**config.mk**
```make
export PLATFORM = sky130hd
export DESIGN_NAME = screen_to_world
export DESIGN_NICKNAME = d
export VERILOG_FILES = /design/src/rtl/screen_to_world.sv
export SDC_FILE = /design/constraint.sdc
export NUM_CORES = 1
export LEC_CHECK = 0
export CORE_MARGIN = 5
export CORE_UTILIZATION = 57
export CTS_CLUSTER_DIAMETER = 150
export DETAILED_ROUTE_END_ITERATION = 8
export PLACE_DENSITY = 0.78
export SLEW_MARGIN = 25
export SYNTH_ARGS = -nofsm -noshare
export SYNTH_HDL_FRONTEND = slang
export SYNTH_SLANG_ARGS = --single-unit
```
**constraint.sdc**
```tcl
create_clock -name clk_in -period 5.8 [get_ports clk_in]
set_input_delay 1.16 -clock clk_in [delete_from_list [all_inputs] [get_ports clk_in]]
set_output_delay 1.16 -clock clk_in [all_outputs]
set_load 0.02 [all_outputs]
```
**src/rtl/screen_to_world.sv**
```systemverilog
// screen_to_world: maps unsigned integer pixel coordinates back to binary16
// world-space positions, world = (pix - HALF_SCREEN_PIX) * PIX_SCALE per dim.
// One input accepted per cycle, no backpressure. An input sampled at edge N
// produces its registered result at edge N+4. Dims are independent datapath
// lanes that share one valid pipeline. in_bounds travels alongside the data.
module screen_to_world #(
  parameter int                 DIMS            = 2,
  parameter logic [DIMS*16-1:0] HALF_SCREEN_PIX = 32'h005A_00A0,
  parameter logic [DIMS*16-1:0] PIX_SCALE       = 32'h16C1_0CCD
) (
  input  logic               clk_in,
  input  logic               rst,
  input  logic [DIMS*16-1:0] pix,
  input  logic               data_valid_in,
  output logic [DIMS*16-1:0] result,
  output logic               in_bounds,
  output logic               data_valid_out,
  output logic               busy
);

  // ---------------------------------------------------------------------------
  // Valid pipeline: s0 = sampled input, s1..s3 = compute stages, output = s4
  // ---------------------------------------------------------------------------
  logic r_s0_valid;
  logic r_s1_valid;
  logic r_s2_valid;
  logic r_s3_valid;
  logic r_out_valid;

  // Datapath registers. Valid bits qualify them, so they carry no reset.
  logic [DIMS*16-1:0] r_s0_pix;
  logic signed [16:0] r_s1_off    [DIMS];
  logic               r_s1_inb;
  logic [DIMS-1:0]    r_s2_sign;
  logic [31:0]        r_s2_mag    [DIMS];
  logic               r_s2_inb;
  logic [DIMS-1:0]    r_s3_sign;
  logic [DIMS-1:0]    r_s3_zero;
  logic signed [6:0]  r_s3_exp    [DIMS];
  logic [9:0]         r_s3_mant   [DIMS];
  logic [DIMS-1:0]    r_s3_guard;
  logic [DIMS-1:0]    r_s3_sticky;
  logic               r_s3_inb;

  // Output registers
  logic [DIMS*16-1:0] r_result;
  logic               r_in_bounds;

  // Combinational stage results
  logic signed [16:0] w_off       [DIMS];
  logic [DIMS-1:0]    w_lane_inb;
  logic signed [32:0] w_prod      [DIMS];
  logic [DIMS-1:0]    w_sign;
  logic [31:0]        w_mag       [DIMS];
  logic [4:0]         w_lead      [DIMS];
  logic [31:0]        w_norm      [DIMS];
  logic signed [6:0]  w_exp       [DIMS];
  logic [DIMS-1:0]    w_zero;
  logic [DIMS-1:0]    w_rnd_up;
  logic [10:0]        w_mant_r    [DIMS];
  logic signed [6:0]  w_exp_r     [DIMS];
  logic [DIMS*16-1:0] w_half;

  // S1: signed offset from the screen centre and per-lane on-screen test
  always_comb begin
    // NOTE: every combinational output gets a default first so no path through
    // the block leaves it unassigned, which would infer a latch.
    w_lane_inb = '0;
    for (int i = 0; i < DIMS; i++) begin
      w_off[i]      = $signed({1'b0, r_s0_pix[i*16 +: 16]})
                    - $signed({1'b0, HALF_SCREEN_PIX[i*16 +: 16]});
      // Full screen width is 2*HALF, compared at 17 bits so it cannot wrap.
      w_lane_inb[i] = {1'b0, r_s0_pix[i*16 +: 16]} < {HALF_SCREEN_PIX[i*16 +: 16], 1'b0};
    end
  end

  // S2: Q16.16 product, split into sign and 32-bit magnitude
  always_comb begin
    w_sign = '0;
    for (int i = 0; i < DIMS; i++) begin
      w_prod[i] = 33'(r_s1_off[i]) * 33'($signed({1'b0, PIX_SCALE[i*16 +: 16]}));
      w_sign[i] = w_prod[i][32];
      // |off| * scale < 2^32, so the negated product always fits 32 bits.
      w_mag[i]  = w_prod[i][32] ? 32'(-w_prod[i]) : w_prod[i][31:0];
    end
  end

  // S3: leading-one detect, normalise, extract mantissa/guard/sticky
  always_comb begin
    w_zero = '0;
    for (int i = 0; i < DIMS; i++) begin
      w_lead[i] = 5'd0;
      for (int b = 0; b < 32; b++) begin
        if (r_s2_mag[i][b]) w_lead[i] = 5'(b);
      end
      w_norm[i] = r_s2_mag[i] << (5'd31 - w_lead[i]);
      // Leading one at bit p of a Q16.16 value is 2^(p-16); biased by 15.
      w_exp[i]  = $signed({2'b00, w_lead[i]}) - 7'sd1;
      w_zero[i] = (r_s2_mag[i] == 32'd0);
    end
  end

  // S4: round to nearest even, then pack with zero/underflow/overflow handling
  always_comb begin
    w_rnd_up = '0;
    w_half   = '0;
    for (int i = 0; i < DIMS; i++) begin
      w_rnd_up[i] = r_s3_guard[i] & (r_s3_sticky[i] | r_s3_mant[i][0]);
      w_mant_r[i] = {1'b0, r_s3_mant[i]} + {10'd0, w_rnd_up[i]};
      // A mantissa carry-out leaves the 10 fraction bits at zero and bumps the exponent.
      w_exp_r[i]  = r_s3_exp[i] + (w_mant_r[i][10] ? 7'sd1 : 7'sd0);
      if (r_s3_zero[i]) begin
        w_half[i*16 +: 16] = 16'h0000;
      end else if (w_exp_r[i] <= 7'sd0) begin
        w_half[i*16 +: 16] = {r_s3_sign[i], 15'd0};
      end else if (w_exp_r[i] >= 7'sd31) begin
        w_half[i*16 +: 16] = {r_s3_sign[i], 5'h1F, 10'd0};
      end else begin
        w_half[i*16 +: 16] = {r_s3_sign[i], w_exp_r[i][4:0], w_mant_r[i][9:0]};
      end
    end
  end

  // Valid chain and output registers; reset drops everything in flight
  always_ff @(posedge clk_in or posedge rst) begin
    if (rst) begin
      r_s0_valid  <= 1'b0;
      r_s1_valid  <= 1'b0;
      r_s2_valid  <= 1'b0;
      r_s3_valid  <= 1'b0;
      r_out_valid <= 1'b0;
      r_result    <= '0;
      r_in_bounds <= 1'b0;
    end else begin
      // NOTE: sequential state uses non-blocking assignments so every stage
      // reads the previous cycle's value of the stage before it.
      r_s0_valid  <= data_valid_in;
      r_s1_valid  <= r_s0_valid;
      r_s2_valid  <= r_s1_valid;
      r_s3_valid  <= r_s2_valid;
      r_out_valid <= r_s3_valid;
      if (r_s3_valid) begin
        r_result    <= w_half;
        r_in_bounds <= r_s3_inb;
      end
    end
  end

  // Datapath stage registers, loaded every cycle
  always_ff @(posedge clk_in) begin
    // NOTE: these registers are deliberately left without reset: nothing reads
    // them unless the matching valid bit, which does reset, is set.
    r_s0_pix <= pix;
    r_s1_inb <= &w_lane_inb;
    r_s2_inb <= r_s1_inb;
    r_s3_inb <= r_s2_inb;
    r_s2_sign <= w_sign;
    r_s3_sign <= r_s2_sign;
    r_s3_zero <= w_zero;
    for (int i = 0; i < DIMS; i++) begin
      r_s1_off[i]    <= w_off[i];
      r_s2_mag[i]    <= w_mag[i];
      r_s3_exp[i]    <= w_exp[i];
      r_s3_mant[i]   <= w_norm[i][30:21];
      r_s3_guard[i]  <= w_norm[i][20];
      r_s3_sticky[i] <= |w_norm[i][19:0];
    end
  end

  assign result         = r_result;
  assign in_bounds      = r_in_bounds;
  assign data_valid_out = r_out_valid;
  assign busy           = r_s0_valid | r_s1_valid | r_s2_valid | r_s3_valid | r_out_valid;

endmodule

```
== Yosys cells after proc, flatten, opt, wreduce, memory -nomap -nowiden ==
Memory sizes are Yosys's and may differ from the RTL's.
Index checks and enable logic that the tools add are counted.

* Reductions and logical operators: 5
* Order comparisons: 6
* Shift operators: 2
* Mux-type cells: 72
* Bitwise logic cells: 8
* $add $sub $neg: 12
* $mul: 2

{| class="wikitable"
|+ Operator list
! operator !! count
|-
| $mux 5 || 54
|-
| $logic_not 32->1 || 2
|-
| $mux 32 || 2
|-
| $shl 32x5->31 || 2
|-
| $mux 15 || 4
|-
| $reduce_or 20->1 || 2
|-
| $mux 16 || 2
|-
| $neg 30->32 || 1
|-
| $neg 31->32 || 1
|-
| $mul 17x14->31 const B || 1
|-
| $mul 17x13->30 const B || 1
|-
| $add 10x1->11 || 2
|-
| $sub 16x7->17 const B || 1
|-
| $sub 16x8->17 const B || 1
|-
| $lt 16x8->1 const B || 1
|-
| $lt 16x9->1 const B || 1
|-
| $add 7x2->7 || 2
|-
| $ge 7x6->1 const B || 2
|-
| $le 7x1->1 const B || 2
|-
| $mux 3 || 4
|-
| $sub 5x1->6 const B || 2
|-
| $sub 5x5->5 const A || 2
|-
| $or 1x1->1 || 6
|-
| $mux 1 || 4
|-
| other kinds (3) || 5
|}

* Bits in writable memories: 132
* Flip-flop bits (word level): 83
* Word-level logic and storage cells: 127
* Memories: 4
* Output and inout bits: 35

{| class="wikitable"
|+ Memories
! name !! words !! bits a word !! read ports !! clocked after memory_dff !! wr ports !! line !! source
|-
| r_s2_mag || 2 || 32 || 2 || 0 || 2 || 35 || <nowiki>logic [31:0] r_s2_mag [DIMS];</nowiki>
|-
| r_s1_off || 2 || 17 || 2 || 0 || 2 || 32 || <nowiki>logic signed [16:0] r_s1_off [DIMS];</nowiki>
|-
| r_s3_mant || 2 || 10 || 2 || 0 || 2 || 40 || <nowiki>logic [9:0] r_s3_mant [DIMS];</nowiki>
|-
| r_s3_exp || 2 || 7 || 2 || 0 || 2 || 39 || <nowiki>logic signed [6:0] r_s3_exp [DIMS];</nowiki>
|}

== Logic depth before layout (Yosys ltp) ==
An unclocked memory read counts as a cell.

* Word-level depth: 35
* Gate-level depth with buffers: 26
* Gate-level depth less buffers: 24

== Worst setup path before layout ==
OpenSTA, ideal clock, no wires.

* Kind: reg2reg
* Start point: memory r_s1_off[1][6], in the netlist r_s1_off[0][23]
* End point: memory r_s2_mag[1][29], in the netlist r_s2_mag[0][61]
* Stages on the path, launching flop included: 23
* Arrival: 5.765 ns
* Period minus slack after synthesis: 5.890 ns
* Path buffers: 0
* Setup slack: -0.090 ns
* Cells stage by stage: dfxtp_1 > ha_1 > inv_1 > fa_1 > fa_1 > fa_1 > inv_1 > ha_1 > inv_1 > fa_1 > inv_1 > ha_1 > o21a_1 > o21ai_0 > a21oi_1 > o2111a_1 > a211o_1 > or3_1 > or4_1 > or3_4 > clkinv_1 > a31oi_1 > xor2_1

{| class="wikitable"
|+ RTL lines
! what !! line
|-
| start, declared || 32
|-
| end, declared || 35
|}

==> flow_summary.yaml <==
yosys:
  synthArstFlopShare_pct: 17.8
  synth_flop_cell: "dfxtp_1"
  synth.top_cells.by_area: "dfxtp_1 (18%), fa_1 (14%), ha_1 (12%), inv_1 (6.1%), dfrtp_1 (5.0%)"
  synth.cell_area_mm2: 0.0190
  synth_edf_count: 0
  synth_top_family_by_area: "adder cells"
  yosys.area_share.adder_pct: 25.9
  ys_seq_elements: 213
  synth_cell_types: 96
  yosysSeqAreaShare_pct: 23.4
  synthSimpleGateAreaFrac_pct: 14.4
  synth_mux_area_share_pct: 5.49
  syn_inst: 2187
  synth-xor-area-share_pct: 6.98
  synth_top_area_share_pct: 18.4
  yosys_warnings: 0
  avgSynthCellArea_um2: 8.71
  synth_compound_area_share_pct: 16.3
  yosysTopAreaCell: "dfxtp_1"
hold_path:
  hold_end: "r_s1_off[0][1]"
  hold_path_class: "register to register"
  hold_depth: 0
  min-delay-start: "r_s0_pix[1]"
cts:
  cts_sinks: 213
  clkTransAtPathRegs_ps: 60
  clock_latency_ps: 520
  clock_path_buffers: 3
  holdBufCountCts: 0
  cts_tree: "yes"
  cts_buffers: 23
  htreeDepth: 1
  root_buffer: "clkbuf_16"
critical_path:
  critPathSlowestCell: "fa_1"
  crit_required_ps: 6190
  setup.worst_path.start_class: "register"
  cpPeakStageDelay_ps: 510
  arrival_ps: 6220
  end_kind: "register"
  crit_chain: "ha_4, inv_1, fa_1, fa_1, fa_1, inv_1, ha_1, inv_2, fa_1, inv_2, ha_4, o21a_1, o21ai_2, a21oi_2, o2111a_1, a211o_1, or3_4, or4_4, or3_4, inv_4, a31oi_4, xor2_1"
  r2r_cells: 22
  rr_endpoint: "r_s2_mag[0][61]"
  critical_path_class: "register to register"
  cp_common_cell: "fa_1"
  r2r_setup_slack_ps: -20
  r2r-start: "r_s1_off[0][23]"
  cp_max_fo: 3
status:
  failed_checks: "setup timing"
  outcome: "finished with violations"
global_routing:
  antenna_found_initial: 0
  grt_usage_pct: 23.8
  grt_max_degree: 39
  overflow: 0
  grt_pass1_wl_um: 74700
  first_global_vias: 15700
timing:
  skew_ps: 7.26
  setup_violations: 1
  hold_viol_final: 0
  fin_crit_ps: 5820
  layout_setup_ws_ps: -24.9
  tightest_slew_ps: 1010
  slew_violations: 0
  rsz0062_at_grt: "true"
  fmax_mhz: 172
  relSlewSlack_pct: 32.5
  fin_setup_tns_ps: -24.9
  min_period_over_period_pct: 100
drt:
  dr.pass1.iters: 5
  drtIter0Drc: 886
  vias: 16000
  drt-total-wl_um: 46000
  viasPerCell: 5.73
  drcViolationCount: 0
  avgRoutedWirePerCell_um: 16.5
  final_antenna_net_count: 0
place:
  hpwl_um: 35200
  port_buffers: 69
  gp_congestion: 0.920
  place_inst: 2720
  post-place-ws_ps: -205
die:
  std_cell_rows: 67
  num_io_pins: 70
  die_area_mm2: 0.0372
  initial_core_util_pct: 57.2
  core_area_mm2: 0.0333
  die_h_um: 193
  die_x_um: 193
finish:
  nets: 2673
  diodes: 0
  post-route-util_pct: 67.3
  syn_to_final_growth_pct: 17.7
  layout.cells.non_filler: 2787
  drive_above_1_share_pct: 14.7
job:
  maxCapViolCount: 0
-- sequential cells by signal (all words and copies together) (netlist names), 2 cells and up --
name	count
r_s2_mag	64
r_s0_pix	32
r_s2_sign	2
r_s3_zero	2
r_s3_mant	20
r_s3_sticky	2
result	32
r_s3_sign	2
r_s3_exp	12
r_s1_off	34
r_s3_guard	2
-- synth_stat cells (all sizes together), types with 7 or more instances --
library cell,count
o21a,11
nand3,48
mux2,18
a21boi,9
or4,10
ha,186
o211a,8
inv,311
dfxtp,175
or3,13
a221oi,14
a31oi,16
xor2,48
a21o,16
nor2,157
a211oi,23
nor2b,17
or2,11
o31ai,19
o211ai,24
fa,130
buf,22
dfrtp,38
and3,18
mux2i,82
o22ai,40
a22oi,7
o21ai,103
a21oi,108
nand2,154
nand4,7
xnor2,102
nor4,25
and2,12
clkbuf,42
nand2b,12
nor3,61
-- how the worst max path moves through the flow --
stage               startpoint               to  slack, ps
2_1_floorplan  r_s1_off[0][24]  r_s2_mag[0][61]        0.9
3_3_place_gp   r_s1_off[0][23]  r_s2_mag[0][61]        -80
3_5_place_dp   r_s1_off[0][23]  r_s2_mag[0][56]       -200
4_1_cts        r_s1_off[0][24]  r_s2_mag[0][61]          2
5_1_grt        r_s1_off[0][28]  r_s2_mag[0][61]       -180
6_report       r_s1_off[0][23]  r_s2_mag[0][61]        -20
-- routing by layer --
layer / part of all wire [%] / wire, um / global-route usage, %
met1: 44 / 20200 / 32.3
met2: 49 / 22400 / 40.8
met3: 4.6 / 2110 / 2.28
met4: 2.9 / 1330 / 6.47
met5: 0 / 0 / 0
-- placed cells by master, fill, tap and decap left out, types with 58 or more instances in the layout --
master	synthesis	routed
xnor2_1	101	94
fa_1	130	124
nor3_1	60	58
ha_1	186	154
clkdlybuf4s50_1	0	69
dfxtp_1	175	156
mux2i_1	82	82
inv_1	309	294
nand2_1	154	154
a21oi_1	105	92
buf_4	2	92
nor2_1	155	145
o21ai_0	84	78
-- critical path: cells and delay by family (launching register included) --
| kind | cells | cell delay (ps) |
|---|---|---|
| flops | 1 | 360 |
| xor+xnor | 1 | 140 |
| fa+ha+maj | 7 | 2710 |
| buf+inv | 5 | 280 |
| compound gates | 6 | 940 |
| simple gates | 3 | 1260 |
-- area by class of cell --
cell class	count	area, um^2
Timing Repair inverter	2	15.0
Tap cell	448	561
Multi-Input combinational cell	1599	13900
Fill cell	2565	10900
Clock buffer	32	681
Inverter	313	1180
Clock inverter	10	116
Timing Repair Buffer	170	1490
Sequential cell	213	4490
-- metrics by stage --
step                      hold slack, ps  cell area, um^2
after global placement               314            20700
after CTS                            325            21700
after detailed placement             312            20700
final                                323            22400
after floorplan                      310            19100
after global routing                 328            22400
-- logic make-up after synthesis --
family / after synthesis
other: 1
and+or+nand+nor: 566
DFF: 213
AOI/OAI and AO/OA: 463
xor gates and xnor gates: 150
adders and majority gates: 316
muxes: 101
buffers and inverters: 377
-- timing repair --
action / in CTS / in global routing
hold endpoints to repair: 0 / 0
resized for setup: 43 / 130
endpoints found under the setup margin: 29 / 61
pin swaps: 15 / 57
buffers inserted: 6 / 17
cloned: 2 / 0
Power is left out: the tool's default activity adds up to more than one toggle a clock period on the data nets, which glitch-free logic cannot reach.
